### config.mk
export PLATFORM = sky130hd
export DESIGN_NAME = gcd_seq
export DESIGN_NICKNAME = d
export VERILOG_FILES = /design/src/rtl/gcd_seq.sv
export SDC_FILE = /design/constraint.sdc
export NUM_CORES = 1
export LEC_CHECK = 0
export BUFFER_PORTS_ARGS = -buffer_cell sky130_fd_sc_hd__buf_4
export CAP_MARGIN = 20
export CORE_MARGIN = 2
export CORE_UTILIZATION = 30
export DETAILED_ROUTE_END_ITERATION = 6
export PLACE_DENSITY = 0.48
export SLEW_MARGIN = 20
export SYNTH_ARGS = -nofsm -noshare
export SYNTH_HDL_FRONTEND = slang
export SYNTH_SLANG_ARGS = --single-unit
### constraint.sdc
create_clock -name clk -period 4.8 [get_ports clk]
set_input_delay 0.72 -clock clk [delete_from_list [all_inputs] [get_ports clk]]
set_output_delay 0.72 -clock clk [all_outputs]
set_load 0.03 [all_outputs]
### src/rtl/gcd_seq.sv
// ---------------------------------------------------------------------------
// gcd_seq
//
// Subtractive GCD sequencer. Owns the two operand registers (A, B) and the
// subtract/compare logic, performs one subtraction per clock and reports the
// result, the number of subtractions and a zero-operand error flag through a
// start/ready handshake.
//
// Optional feature (compile-time macro GCD_ZERO_BYPASS_EN):
//   defined   : a zero operand yields result = A|B, err = 0
//               (gcd(0,x) = x, gcd(0,0) = 0)
//   undefined : a zero operand yields result = 0, err = 1
//   In both builds a zero operand finishes on the first RUN edge with iters = 0.
//
// Ports:
//   clk    in  1      rising-edge clock
//   reset  in  1      synchronous reset, active low
//   start  in  1      request, accepted only while ready = 1
//   a_in   in  WIDTH  operand A, sampled on the accepting edge
//   b_in   in  WIDTH  operand B, sampled on the accepting edge
//   ready  out 1      high in IDLE
//   done   out 1      one-cycle pulse when result/iters/err update
//   result out WIDTH  GCD, held until the next done
//   iters  out WIDTH  subtraction count (saturating), held until the next done
//   err    out 1      zero-operand error flag, held until the next done
// ---------------------------------------------------------------------------
module gcd_seq #(
    parameter int WIDTH = 32
) (
    input  logic             clk,
    input  logic             reset,
    input  logic             start,
    input  logic [WIDTH-1:0] a_in,
    input  logic [WIDTH-1:0] b_in,
    output logic             ready,
    output logic             done,
    output logic [WIDTH-1:0] result,
    output logic [WIDTH-1:0] iters,
    output logic             err
);

    typedef enum logic {
        IDLE = 1'b0,
        RUN  = 1'b1
    } state_t;

    state_t           state_q, state_d;
    logic [WIDTH-1:0] a_q, a_d;
    logic [WIDTH-1:0] b_q, b_d;
    logic             a_en, b_en;
    logic [WIDTH-1:0] cnt_q, cnt_d;
    logic [WIDTH-1:0] result_q, result_d;
    logic [WIDTH-1:0] iters_q, iters_d;
    logic             err_q, err_d;
    logic             done_q, done_d;

    // Saturating increment: the counter sticks at all-ones instead of wrapping.
    function automatic logic [WIDTH-1:0] sat_inc(input logic [WIDTH-1:0] v);
        logic [WIDTH-1:0] one;
        one = {{(WIDTH-1){1'b0}}, 1'b1};
        return (&v) ? v : (v + one);
    endfunction

    // Next-state / datapath decode
    always_comb begin
        state_d  = state_q;
        a_en     = 1'b0;
        b_en     = 1'b0;
        a_d      = a_q;
        b_d      = b_q;
        cnt_d    = cnt_q;
        result_d = result_q;
        iters_d  = iters_q;
        err_d    = err_q;
        done_d   = 1'b0;

        case (state_q)
            IDLE: begin
                if (start) begin
                    a_en    = 1'b1;
                    b_en    = 1'b1;
                    a_d     = a_in;
                    b_d     = b_in;
                    cnt_d   = '0;
                    state_d = RUN;
                end
            end

            RUN: begin
                if ((a_q == '0) || (b_q == '0)) begin
                    // Zero operand: terminate immediately, never loop.
`ifdef GCD_ZERO_BYPASS_EN
                    result_d = a_q | b_q;
                    err_d    = 1'b0;
`else
                    result_d = '0;
                    err_d    = 1'b1;
`endif
                    iters_d  = '0;
                    done_d   = 1'b1;
                    state_d  = IDLE;
                end else if (a_q == b_q) begin
                    result_d = a_q;
                    err_d    = 1'b0;
                    iters_d  = cnt_q;
                    done_d   = 1'b1;
                    state_d  = IDLE;
                end else if (a_q > b_q) begin
                    // Larger value is always the minuend, so no underflow.
                    a_en  = 1'b1;
                    a_d   = a_q - b_q;
                    cnt_d = sat_inc(cnt_q);
                end else begin
                    b_en  = 1'b1;
                    b_d   = b_q - a_q;
                    cnt_d = sat_inc(cnt_q);
                end
            end

            default: state_d = IDLE;
        endcase
    end

    // State and register update
    always_ff @(posedge clk) begin
        if (!reset) begin
            state_q  <= IDLE;
            a_q      <= '0;
            b_q      <= '0;
            cnt_q    <= '0;
            result_q <= '0;
            iters_q  <= '0;
            err_q    <= 1'b0;
            done_q   <= 1'b0;
        end else begin
            state_q  <= state_d;
            if (a_en) a_q <= a_d;
            if (b_en) b_q <= b_d;
            cnt_q    <= cnt_d;
            result_q <= result_d;
            iters_q  <= iters_d;
            err_q    <= err_d;
            done_q   <= done_d;
        end
    end

    // Outputs are registers or a direct state decode; no input-to-output paths.
    assign ready  = (state_q == IDLE);
    assign done   = done_q;
    assign result = result_q;
    assign iters  = iters_q;
    assign err    = err_q;

endmodule

==> results by group, run 1 <==
Detailed routing
  • Avg Vias per Cell: 5.28
  • DRC: 0
  • Antenna Nets Post-Route: 0
  • Total wire length: 36800 um
  • Routed wire length per instance: 19.2 um
  • Vias: 10100
  • 1st-pass router iterations: 5
  • 1st-iter DRT viols: 709

Setup path
  • Setup CP Type: flip-flop to flip-flop
  • Crit path required time: between 5 and 6 ns
  • Worst Path Arrival: roughly 4.2 ns
  • Reg2reg path depth: 9
  • Peak fanout along the critical path: 28
  • Worst Setup Start Kind: flip-flop
  • CP endpoint kind: flip-flop
  • FF-to-FF setup slack: 0.96 ns
  • Worst R2R End: result[19]
  • RR Startpoint: a_q[28]

STA
  • Slew Limit Headroom: 38.9%
  • Worst-Margin Slew: 0.905 ns
  • Final setup violation count: 0
  • Clock Skews: 0.0130 ns
  • Final setup margin: 0.962 ns
  • RSZ-0062 raised after global routing: no
  • Final min period: 3.84 ns
  • Final hold vios: 0
  • Max-slew violation count: 0
  • Sum Neg Setup Slack: 0 ns
  • Period utilisation layout: 80.0%
  • Maximum operating frequency: roughly 260 MHz

Logic synthesis
  • Post-Syn Instances: 1375
  • Primary FF master, synth: dfxtp_1
  • Synth cell types: 80
  • Yosys reg bits: 163
  • Post-synthesis cell area: around 11000 um^2
  • Syn_nets: 1508
  • Avg Inst Size Synth: 7.68 um^2
  • EDFF count, synth: 0
  • Sequential-to-total area share from yosys stat: between 30% and 40%
  • Yosys warning total: 0
  • Async S/R FF share, synth: 0%

Pwr
  • Power Density: between 400 and 500 nW/um^2
  • Worst vdd ir: 311 uV
  • Leakage: 4.76 nW
  • Power Total: around 5.9 mW

Min path
  • Hold wc startpoint: iters[7]
  • Hold endpoint: iters[7]
  • WHS Path Cells: 2
  • Hold WC Path Type: flip-flop to flip-flop

CTS
  • Clk slew on worst S/H paths: 0.07 ns
  • CTS tree: done
  • CTS H-tree lvls: 4
  • CTS Buf Count: 17
  • Clk sinks: roughly 160
  • Resized cells post-CTS: 0
  • Clk_lat worst skew: 0.45 ns
  • Cts hold-fix bufs: 0
  • Root buf cell: clkbuf_16
  • Post-CTS setup buffer count: 0
  • Clk buf depth: 2

Floorplanning
  • Die width: ~190 um
  • Initial Util: between 30 and 40%
  • Core Rows: 68
  • Core region area: 34600 um^2
  • Die ar.: about 37000 um^2
  • Die height: 192 um
  • Boundary pin count: about 130

Global routing
  • Total track usage: 20.1%
  • Grt total ovfl: 0
  • Largest net degree at the start of global routing: 57
  • First-pass GRT wire length: 55900 um
  • Initial antenna violation count: 0
  • Vias in the first global route: 9554

Job
  • Max Cap Viol: 0

Placement
  • Post-place setup slack: 0.976 ns
  • Port buffer count: 133
  • DP HPWL: 27800 um
  • Placer Congestion: around 0.90
  • Dpl cell area: 11800 um^2

Final layout
  • Diodes inserted: 0
  • Design area: 12400 um^2
  • Area Growth Syn to Fin: 17.4%
  • Share of cells above drive strength 1: 14.8%
  • Nets: between 1500 and 2000

Outcome
  • Status: completed
layout make-up:
cell class | instances | area (um^2)
clock buffers | 18 | 439
clock inverters | 13 | 151
fillers | 3693 | 22200
inverters | 83 | 313
multi-input cells | 1041 | 6560
flip-flops and latches | 163 | 3270
well taps | 455 | 569
repair buffers | 146 | 1100
cells in the final DEF, fill, tap and decap left out, types with 12 or more instances in the layout:
master and count:
nand4_1 22, nor4_1 32, a21oi_1 162, dfxtp_1 162, nor2_1 108, a31oi_1 12
clkbuf_16 17, a211oi_1 35, nand3_1 24, nor3_1 21, ha_1 64, nand2_1 206
o21ai_0 69, mux2i_1 44, inv_1 82, buf_4 146, xnor2_1 50, a21o_1 18
power by group:
group | internal [mW] | switching [mW] | total, mW
logic | 1.05 | 1.84 | 2.89
clock network | 0.787 | 0.624 | 1.41
registers | 1.46 | 0.177 | 1.64
total | 3.30 | 2.64 | 5.94
flip-flops by register name, summed over array words and instances (netlist names):
register / cells
a_q: 32
done: 1
cnt_q: 32
state_q: 1
iters: 32
err: 1
b_q: 32
result: 32
worst max-delay path, stage by stage, from the launching register on:
cell and delay [ns]:
dfxtp_1 0.51, inv_1 0.08, ha_1 0.60, nand4_1 0.26
nor4_2 0.41, nand4_1 0.26, nor2_4 0.74, buf_4 0.43
nand2_1 0.23, a21oi_1 0.18
how the worst max path moves through the flow:
stage,end,startpoint,slack (ns),depth (start not counted)
after detailed placement,a_q[29],a_q[3],0.98,11
after global placement,a_q[29],a_q[8],0.90,10
after global routing,result[19],a_q[26],0.75,9
after CTS,a_q[29],a_q[3],0.95,11
final,result[19],a_q[28],0.96,9
after floorplan,b_q[29],a_q[0],2.10,13
per-layer routing:
layer,routed length [um],up-vias,global-route usage (%)
li1,-,5008,-
met1,17500,4785,27.6
met2,16600,302,31.8
met3,1980,43,3.53
met4,793,0,6.18
met5,0,-,0
cell families (layout without fill, tap and decap cells):
group           count (synthesis)  count (layout)  share of synthesized area, %
fa+ha+maj                      66              66                          7.96
flops                         163             163                          30.9
buf+inv                       171             260                          7.16
xor+xnor                       60              60                          4.98
mux                            48              48                          4.60
simple gates                  481             481                          21.7
compound gates                386             386                          22.7
per-stage QoR:
step / util (%) / cells / hold WS [ns]
after detailed placement: 34.1 / 1888 / 0.446
after floorplan: - / 1375 / 0.454
final: 35.8 / 1919 / 0.449
after global placement: 34.1 / 1888 / 0.441
after CTS: 35.8 / 1919 / 0.454
after global routing: 35.8 / 1919 / 0.468
synthesized netlist by cell type (21+ instances only):
| cell | instances | share of area [%] |
|---|---|---|
| clkbuf_1 | 48 | 1.7 |
| nand4_1 | 22 | 1.3 |
| nor4_1 | 32 | 1.9 |
| dfxtp_1 | 163 | 31 |
| nor2_1 | 109 | 3.9 |
| nand3_1 | 24 | 1.1 |
| a21oi_1 | 162 | 7.7 |
| mux2i_1 | 44 | 4.2 |
| a211oi_1 | 35 | 2.5 |
| xnor2_1 | 50 | 4.1 |
| o21ai_0 | 70 | 3.3 |
| nand2_1 | 206 | 7.3 |
| inv_1 | 83 | 3.0 |
| buf_2 | 21 | 1.0 |
| nor3_1 | 21 | 1.0 |
| ha_1 | 64 | 7.6 |
No activity file was read; power rests on OpenSTA's default activity.
==> run 2: changes to the inputs <==
--- a/config.mk
+++ b/config.mk
@@ -10,7 +10,7 @@
 export CORE_MARGIN = 2
 export CORE_UTILIZATION = 30
 export DETAILED_ROUTE_END_ITERATION = 6
-export PLACE_DENSITY = 0.48
+export PLACE_DENSITY = 0.5
 export SLEW_MARGIN = 20
 export SYNTH_ARGS = -nofsm -noshare
 export SYNTH_HDL_FRONTEND = slang
==> constraint.sdc (replaced) <==
create_clock -name clk -period 3.34 [get_ports clk]
set_input_delay 0.501 -clock clk [delete_from_list [all_inputs] [get_ports clk]]
set_output_delay 0.501 -clock clk [all_outputs]
set_load 0.03 [all_outputs]
==> run 2 against run 1 <==
  * Clock power is 48% higher
  * Sequential cell count did not move
  * Total power rose by 52%
  * Worst setup slack lost 0.81 ns
  * Highest routed layer unchanged
  * Sequential share of layout area fell by 1.1 points
  * Wire length is 2.1% higher
  * Cell count rose by 3.3%
  * Design area increased by 4.4%
  * Hold slack worse by 0.12 ns
  * Combinational power is 60% higher
  * Die area unchanged
  * Count of clock-buffer cells in the layout unchanged
  * Largest power group unchanged
  * Largest cell class unchanged
==> results by group, run 2 (same netlist as run 1, synthesis figures left out) <==
STA
  • Max-slew violation count: 0 (unchanged)
  • Final setup violation count: 0 (unchanged)
  • Final setup margin: 0.151 ns (-0.811 ns)
  • RSZ-0062 raised after global routing: no
  • Clock Skews: 0.0166 ns (+0.00360 ns)
  • Worst-Margin Slew: 1.05 ns (+0.148 ns)
  • Slew Limit Headroom: 29.5% (-9.4 points)
  • Final min period: 3.19 ns (-0.649 ns)
  • Sum Neg Setup Slack: 0 ns (unchanged)
  • Period utilisation layout: 95.5% (+16 points)
  • Final hold vios: 0 (unchanged)
  • Maximum operating frequency: 314 MHz (+20%)

Global routing
  • First-pass GRT wire length: 57700 um (+3.2%)
  • Largest net degree at the start of global routing: 77 (+35%)
  • Met1 Resource Use GR: 28.9% (+1.3 points)
  • Total track usage: 20.5% (+0.46 points)
  • GR Layer Usage met2: 32.4% (+0.54 points)
  • Vias in the first global route: 9985 (+4.5%)
  • Initial antenna violation count: 0 (unchanged)
  • Grt peak-use layer: met2
  • M3 GR Usage: 2.81% (-0.71 points)
  • Grt total ovfl: 0 (unchanged)

Final layout
  • Diodes inserted: 0 (unchanged)
  • Area Growth Syn to Fin: 22.6%
  • Share of cells above drive strength 1: 18.7% (+3.8 points)
  • Nets: 1647 (+3.9%)
  • Most frequent cells in the layout: nand2_1 (206), buf_4 (205), dfxtp_1 (162), a21oi_1 (161), nor2_1 (108)
  • Most common cell after layout, fill and taps aside: nand2_1

CTS
  • CTS Buf Count: 17 (unchanged)
  • Post-CTS setup buffer count: 0 (unchanged)
  • Root buf cell: clkbuf_16
  • Clk buf depth: 2 (unchanged)
  • CTS tree: done
  • Clk slew on worst S/H paths: 0.08 ns (about the same)
  • CTS H-tree lvls: 4 (unchanged)
  • Clk_lat worst skew: 0.46 ns (about the same)
  • Clk sinks: 163 (unchanged)

Floorplanning
  • Core Rows: 68 (unchanged)
  • Die height: 192 um (unchanged)
  • Core region area: 34600 um^2 (unchanged)
  • Initial Util: 30.5% (unchanged)
  • Boundary pin count: 134 (unchanged)
  • Die width: 192 um (unchanged)
  • Die ar.: 36700 um^2 (unchanged)

Setup path
  • Worst R2R End: b_q[29]
  • FF-to-FF setup slack: 0.15 ns (-0.81 ns)
  • Peak fanout along the critical path: 10 (-64%)
  • Setup CP Type: flip-flop to flip-flop
  • Worst Setup Start Kind: flip-flop
  • Reg2reg path depth: 11 (+2)
  • Critical path origin: a_q[3]
  • RR Startpoint: a_q[3]
  • Worst Path Arrival: 3.51 ns (-0.69 ns)
  • Crit path required time: 3.67 ns (-1.49 ns)
  • CP endpoint kind: flip-flop

Outcome
  • Status: completed

Detailed routing
  • Vias: 10300 (+1.8%)
  • 1st-pass router iterations: 5 (unchanged)
  • 1st-iter DRT viols: 634 (-11%)
  • DRC: 0 (unchanged)
  • Avg Vias per Cell: 5.21 (-1.4%)
  • Total wire length: 37600 um (+2.1%)
  • Antenna Nets Post-Route: 0 (unchanged)
  • Routed wire length per instance: 19.0 um (-1.1%)

Min path
  • WHS Path Cells: 3 (+1)
  • Hold WC Path Type: input port to flip-flop
  • Hold wc startpoint: a_in[22]
  • Hold endpoint: a_q[22]

Placement
  • Placer Congestion: 0.929 (+2.8%)
  • DP HPWL: 28400 um (+2.3%)
  • Port buffer count: 133 (unchanged)
  • Post-place setup slack: -0.0652 ns (-1.04 ns)

Pwr
  • Worst vdd ir: 414 uV (+33%)
  • Power Density: 695 nW/um^2 (+45%)
  • Power Total: 9.00 mW (+52%)
  • Leakage: 5.09 nW (+6.9%)

Job
  • Max Cap Viol: 0 (unchanged)
## run 2: changes by cell type in the layout (fill, tap and decap cells not counted), moves of 2 or more
cell	delta
buf_4	+59
buf_12	+3
inv_8	+3
clkinv_4	-2
## run 2: critical path, stage by stage, from the launching register on
cell and delay (ns):
dfxtp_1 0.44, inv_1 0.07, ha_1 0.46, and3_1 0.25
o21ai_1 0.17, a211oi_1 0.45, a211oi_2 0.13, o31ai_2 0.23
buf_4 0.21, nor3_1 0.05, a2111oi_1 0.46, a21oi_1 0.12
## run 2: layout make-up
cell class,count,area (um^2)
clock inverters,14,169
flip-flops and latches,163,3270
well taps,455,569
clock buffers,18,439
repair buffers,208,1600
inverters,83,313
multi-input cells,1041,6590
fillers,3655,21700
## run 2: power by group
group	total [mW]	internal (mW)	leakage (nW)	switching, mW
registers	2.29	2.10	1.33	0.187
clock network	2.09	1.15	0.295	0.943
logic	4.62	1.81	3.46	2.81
## run 2: through the flow
step | hold slack [ns] | util, % | cells | cell area (um^2)
after floorplan | 0.454 | - | 1375 | 10600
final | 0.326 | 37.4 | 1982 | 12900
after global placement | 0.441 | 35.5 | 1950 | 12300
after global routing | 0.323 | 37.4 | 1982 | 12900
after detailed placement | 0.446 | 35.5 | 1950 | 12300
after CTS | 0.313 | 37.3 | 1982 | 12900
## run 2: worst max-delay path by stage
stage	endpoint	slack, ns	cells after the start
3_5_place_dp	a_q[27]	-0.07	10
2_1_floorplan	b_q[29]	0.64	13
6_report	b_q[29]	0.15	11
3_3_place_gp	a_q[27]	-0.09	10
4_1_cts	a_q[29]	0.07	10
5_1_grt	a_q[25]	0.02	10
## run 2: repair_timing
action,4_1_cts,5_1_grt
setup endpoints to repair,2,8
pin swaps,0,0
hold buffers,0,0
gates resized for setup,1,5
## run 2: layer usage
layer | routed length, um | share of wire [%]
met4 | 739 | 2.0
met3 | 1710 | 4.5
met1 | 18200 | 48
met5 | 0 | 0
met2 | 17000 | 45
==> run 3: changes to the inputs <==
--- a/config.mk
+++ b/config.mk
@@ -10,6 +10,7 @@
 export CORE_MARGIN = 2
 export CORE_UTILIZATION = 30
 export DETAILED_ROUTE_END_ITERATION = 6
+export GPL_TIMING_DRIVEN = 0
 export PLACE_DENSITY = 0.5
 export SLEW_MARGIN = 20
 export SYNTH_ARGS = -nofsm -noshare
==> run 3 against run 2 <==
  * Maximum frequency is 1.5% lower
  * Hold slack worse by 0.0016 ns
  * Global-route usage increased by 1.1 points
  * Count of clock-buffer cells in the layout is 1 lower
  * Critical path depth is the same
  * Die area unchanged
  * Cell count rose by 0.96%
  * Via count rose by 1.5%
  * Sequential cell count did not move
  * Worst setup slack worse by 0.050 ns
==> results by group, run 3 (same netlist as run 1, synthesis figures left out) <==
Setup path
  • Worst R2R End: a_q[27]
  • FF-to-FF setup slack: 0.10 ns (-0.05 ns)
  • CP delay by family, top: compound AO/OA/AOI/OAI gates
  • Crit path required time: 3.66 ns (about the same)
  • Reg2reg path depth: 11 (unchanged)
  • Worst Path Arrival: 3.56 ns (+0.05 ns)
  • RR Startpoint: a_q[13]
  • Peak fanout along the critical path: 10 (unchanged)
  • Setup CP Type: flip-flop to flip-flop
  • CP endpoint kind: flip-flop
  • Worst Setup Start Kind: flip-flop
  • WP buf/inv: 2 (unchanged)
  • CP max stage delay: 0.50 ns (+0.04 ns)
  • Crit path cell chain: inv_1 -> ha_1 -> buf_6 -> nand2_2 -> o21ai_0 -> a2111o_1 -> a21oi_1 -> nand3_2 -> a221oi_1 -> mux2i_1 -> a31oi_1
  • Slowest CP cell: dfxtp_1

Floorplanning
  • Core Rows: 68 (unchanged)
  • Initial Util: 30.5% (unchanged)
  • Die height: 192 um (unchanged)
  • Die width: 192 um (unchanged)
  • Core region area: 34600 um^2 (unchanged)
  • Boundary pin count: 134 (unchanged)
  • Die ar.: 36700 um^2 (unchanged)

CTS
  • Clk buf depth: 2 (unchanged)
  • CTS Buf Count: 17 (unchanged)
  • CTS tree: done
  • Clk sinks: 163 (unchanged)
  • CTS H-tree lvls: 4 (unchanged)
  • Clk slew on worst S/H paths: 0.08 ns (about the same)
  • Root buf cell: clkbuf_16
  • Clk_lat worst skew: 0.46 ns (about the same)

Final layout
  • Fillers: 3659 (+0.11%)
  • Area Growth Syn to Fin: 22.4%
  • Design area: 12900 um^2 (-0.13%)
  • Nets: 1666 (+1.2%)
  • Most frequent cells in the layout: nand2_1 (206), a21oi_1 (160), dfxtp_1 (154), buf_4 (149), nor2_1 (108)
  • Share of cells above drive strength 1: 17.7% (-0.94 points)
  • Diodes inserted: 0 (unchanged)
  • Most common cell after layout, fill and taps aside: nand2_1

Job
  • Max Cap Viol: 0 (unchanged)

Detailed routing
  • Total wire length: 39500 um (+4.9%)
  • 1st-pass router iterations: 5 (unchanged)
  • Avg Vias per Cell: 5.24 (+0.55%)
  • Routed wire length per instance: 19.7 um (+3.9%)
  • Antenna Nets Post-Route: 0 (unchanged)
  • DRC: 0 (unchanged)
  • 1st-iter DRT viols: 742 (+17%)
  • Vias: 10500 (+1.5%)

STA
  • Worst-Margin Slew: 0.949 ns (-0.104 ns)
  • Period utilisation layout: 97.0% (+1.5 points)
  • Final min period: 3.24 ns (+0.0500 ns)
  • Max-slew violation count: 0 (unchanged)
  • Final setup violation count: 0 (unchanged)
  • Hold_ws: 0.324 ns (-0.00165 ns)
  • Clock Skews: 0.0222 ns (+0.00559 ns)
  • Slew Limit Headroom: 36.7% (+7.2 points)
  • Maximum operating frequency: 309 MHz (-1.5%)
  • Final hold vios: 0 (unchanged)

Min path
  • Hold WC Path Type: input port to flip-flop
  • WHS Path Cells: 3 (unchanged)
  • Hold wc startpoint: a_in[22]
  • Hold endpoint: a_q[22]

Global routing
  • Grt total ovfl: 0 (unchanged)
  • Vias in the first global route: 10100 (+1.5%)
  • Initial antenna violation count: 0 (unchanged)
  • Total track usage: 21.7% (+1.1 points)
  • Largest net degree at the start of global routing: 19 (-75%)
  • First-pass GRT wire length: 59900 um (+3.8%)

Outcome
  • Status: completed

Pwr
  • Leakage: 5.01 nW (-1.6%)
  • Worst vdd ir: 418 uV (+0.98%)
  • Power Density: 692 nW/um^2 (-0.57%)

Placement
  • Dpl cell area: 12100 um^2 (-1.5%)
  • Port buffer count: 133 (unchanged)
  • Placer Congestion: 0.966 (+4.0%)
  • DP HPWL: 30800 um (+8.4%)
[run 3: changes by cell type in the layout (fill, tap and decap cells not counted), sizes merged]
cell,before,now
bufinv,2,1
clkbuf,18,68
inv,88,91
buf,208,176
clkinvlp,2,0
clkinv,5,6
[run 3: final cells by class]
cell class / instances / area, um^2 / share of cell area, %
well taps: 455 / 569 / 4.40
inverters: 83 / 312 / 2.41
clock inverters: 15 / 185 / 1.43
flip-flops and latches: 163 / 3270 / 25.3
clock buffers: 17 / 425 / 3.29
repair buffers: 139 / 1040 / 8.07
multi-input cells: 1041 / 6660 / 51.5
plain buffers: 88 / 462 / 3.57
[run 3: worst max-delay path by stage]
| stage | startpoint | end | slack [ns] | cells past startpoint |
|---|---|---|---|---|
| global placement | a_q[7] | b_q[22] | -0.43 | 10 |
| finish | a_q[13] | a_q[27] | 0.10 | 11 |
| floorplan | a_q[0] | b_q[29] | 0.64 | 13 |
| detailed placement | a_q[7] | b_q[22] | -0.40 | 10 |
| global route | a_q[0] | a_q[0] | -0.003 | 12 |
| CTS | state_q | ready | 0.009 | 5 |
[run 3: what timing repair did]
item | in CTS | in global routing
hold buffers | 0 | 0
endpoints found under the setup margin | 104 | 122
pin swaps | 1 | 4
setup buffers | 0 | 6
hold endpoints to repair | 0 | 0
resized for setup | 17 | 32
[run 3: worst reg2reg max path: stages, from the launching register on]
cell,delay [ns]
dfxtp_1,0.50
inv_1,0.08
ha_1,0.31
buf_6,0.15
nand2_2,0.13
o21ai_0,0.16
a2111o_1,0.45
a21oi_1,0.26
nand3_2,0.27
a221oi_1,0.43
mux2i_1,0.25
a31oi_1,0.10
[run 3: through the flow]
| stage | TNS, ns | instances | util [%] | power, mW | worst slack (ns) |
|---|---|---|---|---|---|
| after floorplan | 0 | 1375 | - | 5.36 | 0.638 |
| after global placement | -18.42 | 1963 | 35.0 | 6.62 | -0.432 |
| after detailed placement | -21.04 | 1963 | 35.0 | 6.61 | -0.399 |
| after CTS | 0 | 1995 | 37.0 | 8.78 | 0.00870 |
| after global routing | -0.00451 | 2001 | 37.3 | 9.48 | -0.00278 |
| final | 0 | 2001 | 37.3 | 8.94 | 0.101 |
[run 3: layer usage]
| metal | global-route usage (%) | share of wire (%) | wire [um] |
|---|---|---|---|
| met5 | 0 | 0 | 0 |
| met3 | 3.67 | 5.4 | 2130 |
| met2 | 35.0 | 46 | 18100 |
| met4 | 6.48 | 2.4 | 931 |
| met1 | 29.5 | 46 | 18300 |
[run 3: power by group]
part	switching, mW	total [mW]	internal, mW
Combinational	2.79	4.48	1.69
Sequential	0.269	2.38	2.11
Clock	1.00	2.08	1.08
